## src/rtl/bp_pkg.sv

```systemverilog
// Shared branch-prediction types and constants for the fetch-stage predictors.
package bp_pkg;

  localparam int BTB_INDEX_DEF = 6;
  localparam logic [31:0] PC_INC = 32'd4;

  typedef struct packed {
    logic        taken;
    logic [31:0] target;
  } pred_t;

endpackage

```

## src/rtl/btb_next_pc_if.sv

```systemverilog
// Fetch/EX handshake bundle between the pipeline and the BTB next-PC block.
interface btb_next_pc_if;

  logic        i_stall;
  logic [31:0] i_pc_if;
  logic        i_gshare_predict;
  logic        i_ex_update;
  logic [31:0] i_ex_pc;
  logic        i_ex_taken;
  logic [31:0] i_ex_target;
  logic [31:0] o_next_pc;
  logic        o_pred_taken;
  logic        o_mispredict;
  logic [31:0] o_redirect_pc;
  logic        o_flush;

  modport master (
    output i_stall, i_pc_if, i_gshare_predict, i_ex_update, i_ex_pc, i_ex_taken, i_ex_target,
    input  o_next_pc, o_pred_taken, o_mispredict, o_redirect_pc, o_flush
  );

  modport slave (
    input  i_stall, i_pc_if, i_gshare_predict, i_ex_update, i_ex_pc, i_ex_taken, i_ex_target,
    output o_next_pc, o_pred_taken, o_mispredict, o_redirect_pc, o_flush
  );

endinterface

```

## src/rtl/btb_next_pc_table.sv

```systemverilog
// Direct-mapped BTB array: async-cleared valid bits, combinational read, synchronous write.
module btb_table #(
  parameter int BTB_INDEX = 6,
  parameter int TAG_W     = 30 - BTB_INDEX
) (
  input  logic                 clk,
  input  logic                 rst,
  input  logic [BTB_INDEX-1:0] rd_idx,
  input  logic [TAG_W-1:0]     rd_tag,
  output logic                 rd_hit,
  output logic [29:0]          rd_target,
  input  logic                 wr_en,
  input  logic [BTB_INDEX-1:0] wr_idx,
  input  logic [TAG_W-1:0]     wr_tag,
  input  logic [29:0]          wr_target
);

  localparam int ENTRIES = 1 << BTB_INDEX;

  logic [ENTRIES-1:0] valid_r;
  logic [TAG_W-1:0]   tag_r    [ENTRIES];
  logic [29:0]        target_r [ENTRIES];

  // Valid bits: only these are reset, so a reset invalidates every entry at once
  always_ff @(posedge clk or posedge rst) begin
    if (rst) begin
      valid_r <= {ENTRIES{1'b0}};
    end else if (wr_en) begin
      valid_r[wr_idx] <= 1'b1;
    end else begin
      valid_r <= valid_r;
    end
  end

  // Tag/target storage, meaningless until the matching valid bit is set
  always_ff @(posedge clk) begin
    if (wr_en) begin
      tag_r[wr_idx]    <= wr_tag;
      target_r[wr_idx] <= wr_target;
    end
  end

  // Read port sees pre-write contents when indices collide in one cycle
  always_comb begin
    rd_hit    = valid_r[rd_idx] && (tag_r[rd_idx] == rd_tag);
    rd_target = target_r[rd_idx];
  end

endmodule

```

## src/rtl/btb_next_pc.sv

```systemverilog
// BTB-based next-PC selection with IF->ID->EX prediction tracking and EX mispredict detection.
module btb_next_pc
  import bp_pkg::*;
#(
  parameter int BTB_INDEX = BTB_INDEX_DEF,
  parameter int TAG_W     = 30 - BTB_INDEX
) (
  input  logic         clk,
  input  logic         rst,
  btb_next_pc_if.slave bus
);

  logic        btb_hit_s;
  logic [29:0] btb_word_s;
  logic [31:0] pred_target_s;
  logic        pred_taken_s;
  logic        wr_en_s;
  logic        mispredict_s;
  logic [31:0] redirect_s;
  logic [31:0] next_pc_s;
  pred_t       pid_r;
  pred_t       pex_r;

  btb_table #(
    .BTB_INDEX (BTB_INDEX),
    .TAG_W     (TAG_W)
  ) u_table (
    .clk       (clk),
    .rst       (rst),
    .rd_idx    (bus.i_pc_if[BTB_INDEX+1:2]),
    .rd_tag    (bus.i_pc_if[31:BTB_INDEX+2]),
    .rd_hit    (btb_hit_s),
    .rd_target (btb_word_s),
    .wr_en     (wr_en_s),
    .wr_idx    (bus.i_ex_pc[BTB_INDEX+1:2]),
    .wr_tag    (bus.i_ex_pc[31:BTB_INDEX+2]),
    .wr_target (bus.i_ex_target[31:2])
  );

  // IF prediction, BTB allocation on aligned taken resolutions, EX compare and next-PC mux
  always_comb begin
    pred_target_s = {btb_word_s, 2'b00};
    pred_taken_s  = btb_hit_s & bus.i_gshare_predict;
    wr_en_s       = bus.i_ex_update & bus.i_ex_taken & (bus.i_ex_pc[1:0] == 2'b00);
    redirect_s    = bus.i_ex_taken ? bus.i_ex_target : (bus.i_ex_pc + PC_INC);
    mispredict_s  = 1'b0;
    if (bus.i_ex_update) begin
      mispredict_s = (pex_r.taken != bus.i_ex_taken) |
                     (bus.i_ex_taken & pex_r.taken & (pex_r.target != bus.i_ex_target));
    end else begin
      mispredict_s = 1'b0;
    end
    next_pc_s = bus.i_pc_if + PC_INC;
    if (mispredict_s) begin
      next_pc_s = redirect_s;
    end else if (pred_taken_s) begin
      next_pc_s = pred_target_s;
    end else begin
      next_pc_s = bus.i_pc_if + PC_INC;
    end
  end

  // Prediction pipeline: flush beats stall so a redirect always kills younger predictions
  always_ff @(posedge clk or posedge rst) begin
    if (rst) begin
      pid_r <= '{taken: 1'b0, target: 32'd0};
      pex_r <= '{taken: 1'b0, target: 32'd0};
    end else if (mispredict_s) begin
      pid_r <= '{taken: 1'b0, target: 32'd0};
      pex_r <= '{taken: 1'b0, target: 32'd0};
    end else if (!bus.i_stall) begin
      pid_r <= '{taken: pred_taken_s, target: pred_target_s};
      pex_r <= pid_r;
    end else begin
      pid_r <= pid_r;
      pex_r <= pex_r;
    end
  end

  assign bus.o_next_pc     = next_pc_s;
  assign bus.o_pred_taken  = pred_taken_s;
  assign bus.o_mispredict  = mispredict_s;
  assign bus.o_redirect_pc = redirect_s;
  assign bus.o_flush       = mispredict_s;

endmodule

```

## src/flat_wrapper.sv

```systemverilog
// flat-port wrapper written by rule: the top's interface ports become plain ports
module btb_next_pc_flat import bp_pkg::*;
#(
  parameter int BTB_INDEX = BTB_INDEX_DEF,
  parameter int TAG_W     = 30 - BTB_INDEX
)
  (clk, rst, bus_i_stall, bus_i_pc_if, bus_i_gshare_predict, bus_i_ex_update, bus_i_ex_pc, bus_i_ex_taken, bus_i_ex_target, bus_o_next_pc, bus_o_pred_taken, bus_o_mispredict, bus_o_redirect_pc, bus_o_flush);
  btb_next_pc_if bus_i ();
  input  logic clk;
  input  logic rst;
  input wire logic [$bits(bus_i.i_stall)-1:0] bus_i_stall;
  input wire logic [$bits(bus_i.i_pc_if)-1:0] bus_i_pc_if;
  input wire logic [$bits(bus_i.i_gshare_predict)-1:0] bus_i_gshare_predict;
  input wire logic [$bits(bus_i.i_ex_update)-1:0] bus_i_ex_update;
  input wire logic [$bits(bus_i.i_ex_pc)-1:0] bus_i_ex_pc;
  input wire logic [$bits(bus_i.i_ex_taken)-1:0] bus_i_ex_taken;
  input wire logic [$bits(bus_i.i_ex_target)-1:0] bus_i_ex_target;
  output wire logic [$bits(bus_i.o_next_pc)-1:0] bus_o_next_pc;
  output wire logic [$bits(bus_i.o_pred_taken)-1:0] bus_o_pred_taken;
  output wire logic [$bits(bus_i.o_mispredict)-1:0] bus_o_mispredict;
  output wire logic [$bits(bus_i.o_redirect_pc)-1:0] bus_o_redirect_pc;
  output wire logic [$bits(bus_i.o_flush)-1:0] bus_o_flush;
  assign bus_i.i_stall = bus_i_stall;
  assign bus_i.i_pc_if = bus_i_pc_if;
  assign bus_i.i_gshare_predict = bus_i_gshare_predict;
  assign bus_i.i_ex_update = bus_i_ex_update;
  assign bus_i.i_ex_pc = bus_i_ex_pc;
  assign bus_i.i_ex_taken = bus_i_ex_taken;
  assign bus_i.i_ex_target = bus_i_ex_target;
  assign bus_o_next_pc = bus_i.o_next_pc;
  assign bus_o_pred_taken = bus_i.o_pred_taken;
  assign bus_o_mispredict = bus_i.o_mispredict;
  assign bus_o_redirect_pc = bus_i.o_redirect_pc;
  assign bus_o_flush = bus_i.o_flush;
  btb_next_pc #(.BTB_INDEX(BTB_INDEX), .TAG_W(TAG_W)) u_core (.clk(clk), .rst(rst), .bus(bus_i));
endmodule
```

## config.mk

```make
export PLATFORM = sky130hd
export DESIGN_NAME = btb_next_pc_flat
export DESIGN_NICKNAME = d
export VERILOG_FILES = /design/src/rtl/bp_pkg.sv /design/src/rtl/btb_next_pc_if.sv /design/src/rtl/btb_next_pc_table.sv /design/src/rtl/btb_next_pc.sv /design/src/flat_wrapper.sv
export SDC_FILE = /design/constraint.sdc
export NUM_CORES = 2
export LEC_CHECK = 0
export BUFFER_PORTS_ARGS = -buffer_cell sky130_fd_sc_hd__buf_4
export CAP_MARGIN = 0
export CORE_MARGIN = 2
export CORE_UTILIZATION = 40
export DETAILED_ROUTE_END_ITERATION = 8
export PLACE_DENSITY = 0.63
export SKIP_CTS_REPAIR_TIMING = 1
export SLEW_MARGIN = 20
export SYNTH_ARGS = -nofsm -noshare
export SYNTH_HDL_FRONTEND = slang
export SYNTH_SLANG_ARGS = --single-unit
```

## constraint.sdc

```tcl
create_clock -name clk -period 6.45 [get_ports clk]
set_input_delay 0.645 -clock clk [delete_from_list [all_inputs] [get_ports clk]]
set_output_delay 0.645 -clock clk [all_outputs]
set_load 0.01 [all_outputs]
```

==> run summary <==
Status: finished with violations
Failing checks: setup timing
TritonCTS Buffers: 362
Slowest CP cell: o31ai_1
Slew @ Worst Pin: 1.36 ns
P per Cell Area: 309 mW/mm^2
Nets: 6975
Std cell rows: 216
Tcrit/Tclk final: 101%
Cell count after placement: 11100
Global-route wire length before repair: 609 mm
Flop pwr share: 51.5%
Drt pass-1 iters: 6
Synth cell types: 72
Setup CP Type: input port to output pin
Synthesized net count: 6425
Post-DP HPWL: 254 mm
Avg WL per Cell: 38.5 um
Crit-path cells: buf_8 -> buf_12 -> buf_12 -> mux4_2 -> mux2i_1 -> o32ai_1 -> nor4_1 -> nor3_1 -> xor2_1 -> nor4_1 -> buf_4 -> and4_1 -> buf_12 -> a31oi_1 -> o31ai_1 -> buf_4 -> buf_4
Io pins: 169
Minimum clock period after layout: 6.53 ns
Crit end category: output pin
Peak supply drop: 0.000234 V
Switching pwr: 0.0108 W
Initial DRC count: 11700
Most common cell after layout, fill and taps aside: edfxtp_1
Wirelength, routed: 454 mm
Util after Layout: 46.5%
Layout cells sized above 1: 30.3%
Post-route ant nets: 0
Post-Layout Cell Count: 11800
CP top delay family: buffers and inverters
Worst-path fanout max: 52
RSZ-0062 raised after global routing: no
Largest net degree at the start of global routing: 118
DR DRC count: 0
Clock buffer depth: 4
# setup viols final: 1
Min-Delay Path Class: input port to register
WP data arrival: 5.89 ns
Post-synth ARST share: 3.52%
Syn Area/Cell: 22.1 um^2
IO Port Bufs: 168
Clock Power Share: 42.8%
Fillers: 28300
Die Span X: 594 um
R2r startpoint: u_core.u_table.tag_r[7][12]
Clock skew: 0.0580 ns
CTS tree: done
Leak: 51.7 nW
Synth area leader: edfxtp_1
Clock transition at path regs: 0.06 ns
GRT Resource Usage Total: 25.1%
Seq/Total Area, Yosys: 76.7%
Slew Limit Fails: 0
Setup tns final: -0.0806 ns
R2R cell count: 13
Top post-synthesis cells by area: edfxtp_1 74%, mux4_2 15%, dfrtp_1 2.3%
H-tree Lvls: 5
Worst setup path startpoint: bus_i_pc_if[3]
Clock network latency to the later pin of the worst-skew pair: 0.95 ns
Power Internal: 0.0390 W
Core Region: 0.346 mm^2
Sw frac: 21.8%
Maximum clock rate: 153 MHz
Root Buffer: clkbuf_16
Slew margin rel.: 8.58%
Grt total ovfl: 0
Final worst slack: -0.0806 ns
Synth Cell Area: 0.139 mm^2
Number of global-route vias before repair: 71200
Gate Count Post-Synth: 6320
Yosys top cell area share: 74.4%
Synthesis warning total: 0
Reg-to-reg endpoint: u_core.pid_r[32]
GP Congestion: 0.896
Chip height: 594 um
Worst slack, placed: 0.0285 ns
Hold Path Origin: bus_i_ex_target[27]
Max cap viols: 0
Logic pwr share: 5.7%
Worst path bufs/invs: 7
Fin. Hold Viols: 0
Reg-to-reg setup timing slack: 2.04 ns
Prevailing post-synth register cell: edfxtp_1
Delay of the slowest cell on the worst path: 0.65 ns
Post-synth EDFFs: 3456
Worst setup SP type: input port
Area growth, synth to finish: 15.6%
Vias per cell: 6.29
Hold depth: 1
Die area: 0.353 mm^2
WP data required: 5.80 ns
Worst Hold End: u_core.u_table.target_r[49][25]
Initial Util: 40.2%
FF+latch count, synth: 3582
Clock sink count: 3582
Commonest cells after routing, fill and taps aside: 3456 x edfxtp_1, 922 x mux4_2, 464 x buf_4
Initial antenna violation count: 25
Via count: 74100
-- power by group through the flow --
stage               Clock (W)  Combinational [W]  Sequential (W)
global placement            0            0.00277          0.0261
floorplan                   0            0.00145          0.0261
finish                 0.0213            0.00283          0.0256
CTS                    0.0215            0.00282          0.0256
detailed placement          0            0.00281          0.0261
global route           0.0224            0.00293          0.0256
-- synthesized netlist by cell type (6+ instances only) --
| library cell | instances |
|---|---|
| a211oi_1 | 16 |
| a21oi_1 | 45 |
| a221oi_1 | 25 |
| a22o_1 | 13 |
| a22oi_1 | 93 |
| a31oi_1 | 35 |
| and3_1 | 10 |
| buf_1 | 42 |
| buf_2 | 116 |
| buf_4 | 24 |
| buf_6 | 20 |
| clkbuf_1 | 156 |
| dfrtp_1 | 126 |
| edfxtp_1 | 3456 |
| inv_1 | 8 |
| mux2_2 | 11 |
| mux2i_1 | 296 |
| mux4_2 | 922 |
| nand2_1 | 164 |
| nand3_1 | 43 |
| nand3b_1 | 6 |
| nand4_1 | 26 |
| nor2_1 | 185 |
| nor2b_1 | 15 |
| nor3_1 | 14 |
| nor4_1 | 37 |
| o211ai_1 | 8 |
| o21ai_0 | 63 |
| o21ai_1 | 6 |
| o221ai_1 | 15 |
| o22ai_1 | 25 |
| o31ai_1 | 30 |
| or2_2 | 67 |
| or3_1 | 7 |
| xnor2_1 | 50 |
| xor2_1 | 63 |
-- logic make-up (layout without fill, tap and decap cells) --
| logic type | count (synthesis) | after routing | share of synthesized area (%) |
|---|---|---|---|
| other | 0 | 19 | 0 |
| AO/OA/AOI/OAI | 423 | 423 | 2.14 |
| buffers and inverters | 371 | 1228 | 1.29 |
| adder cells (fa/ha/maj) | 3 | 3 | 0.0269 |
| flip-flops | 3582 | 3582 | 76.7 |
| XOR/XNOR | 113 | 113 | 0.710 |
| AND/OR/NAND/NOR | 599 | 599 | 2.04 |
| multiplexers | 1229 | 1229 | 17.1 |
-- per-layer routing --
| layer | routed length [um] | vias to the layer above | global-route usage, % |
|---|---|---|---|
| li1 | - | 27800 | - |
| met4 | 27700 | 10 | 13.3 |
| met5 | 46 | - | 0 |
| met1 | 164000 | 40200 | 33.0 |
| met3 | 47300 | 959 | 4.77 |
| met2 | 215000 | 5066 | 39.9 |
-- registers in the layout, indices dropped and copies added (netlist names) --
name	cells
u_core.pex_r	31
u_core.pid_r	31
u_core.u_table.tag_r	1536
u_core.u_table.target_r	1920
u_core.u_table.valid_r	64
-- through the flow --
stage | hold slack [ns] | cell area (um^2) | power (W)
4_1_cts | -0.320 | 161000 | 0.0500
5_1_grt | 0.0294 | 161000 | 0.0510
2_1_floorplan | 0.433 | 139000 | 0.0276
6_report | 0.0427 | 161000 | 0.0498
3_3_place_gp | 0.445 | 149000 | 0.0289
3_5_place_dp | 0.449 | 149000 | 0.0289
-- area by class of cell --
cell class,count,area (um^2),share of cell area [%]
clock inverters,202,2180,1.35
multi-input cells,2367,31300,19.4
repair buffers,546,5100,3.16
flip-flops and latches,3582,107000,66.4
inverters,11,53.8,0.0334
well taps,4578,5730,3.55
diodes,19,47.5,0.0295
clock buffers,469,9830,6.10
-- worst max-delay path by stage --
stage                                            end  depth (start not counted)
final                              bus_o_next_pc[15]                         17
after global routing               bus_o_next_pc[14]                         18
after CTS                          bus_o_next_pc[15]                         17
after detailed placement           bus_o_next_pc[15]                         17
after global placement             bus_o_next_pc[15]                         17
after floorplan           u_core.u_table.valid_r[63]                          5
No activity file was read; power rests on OpenSTA's default activity.
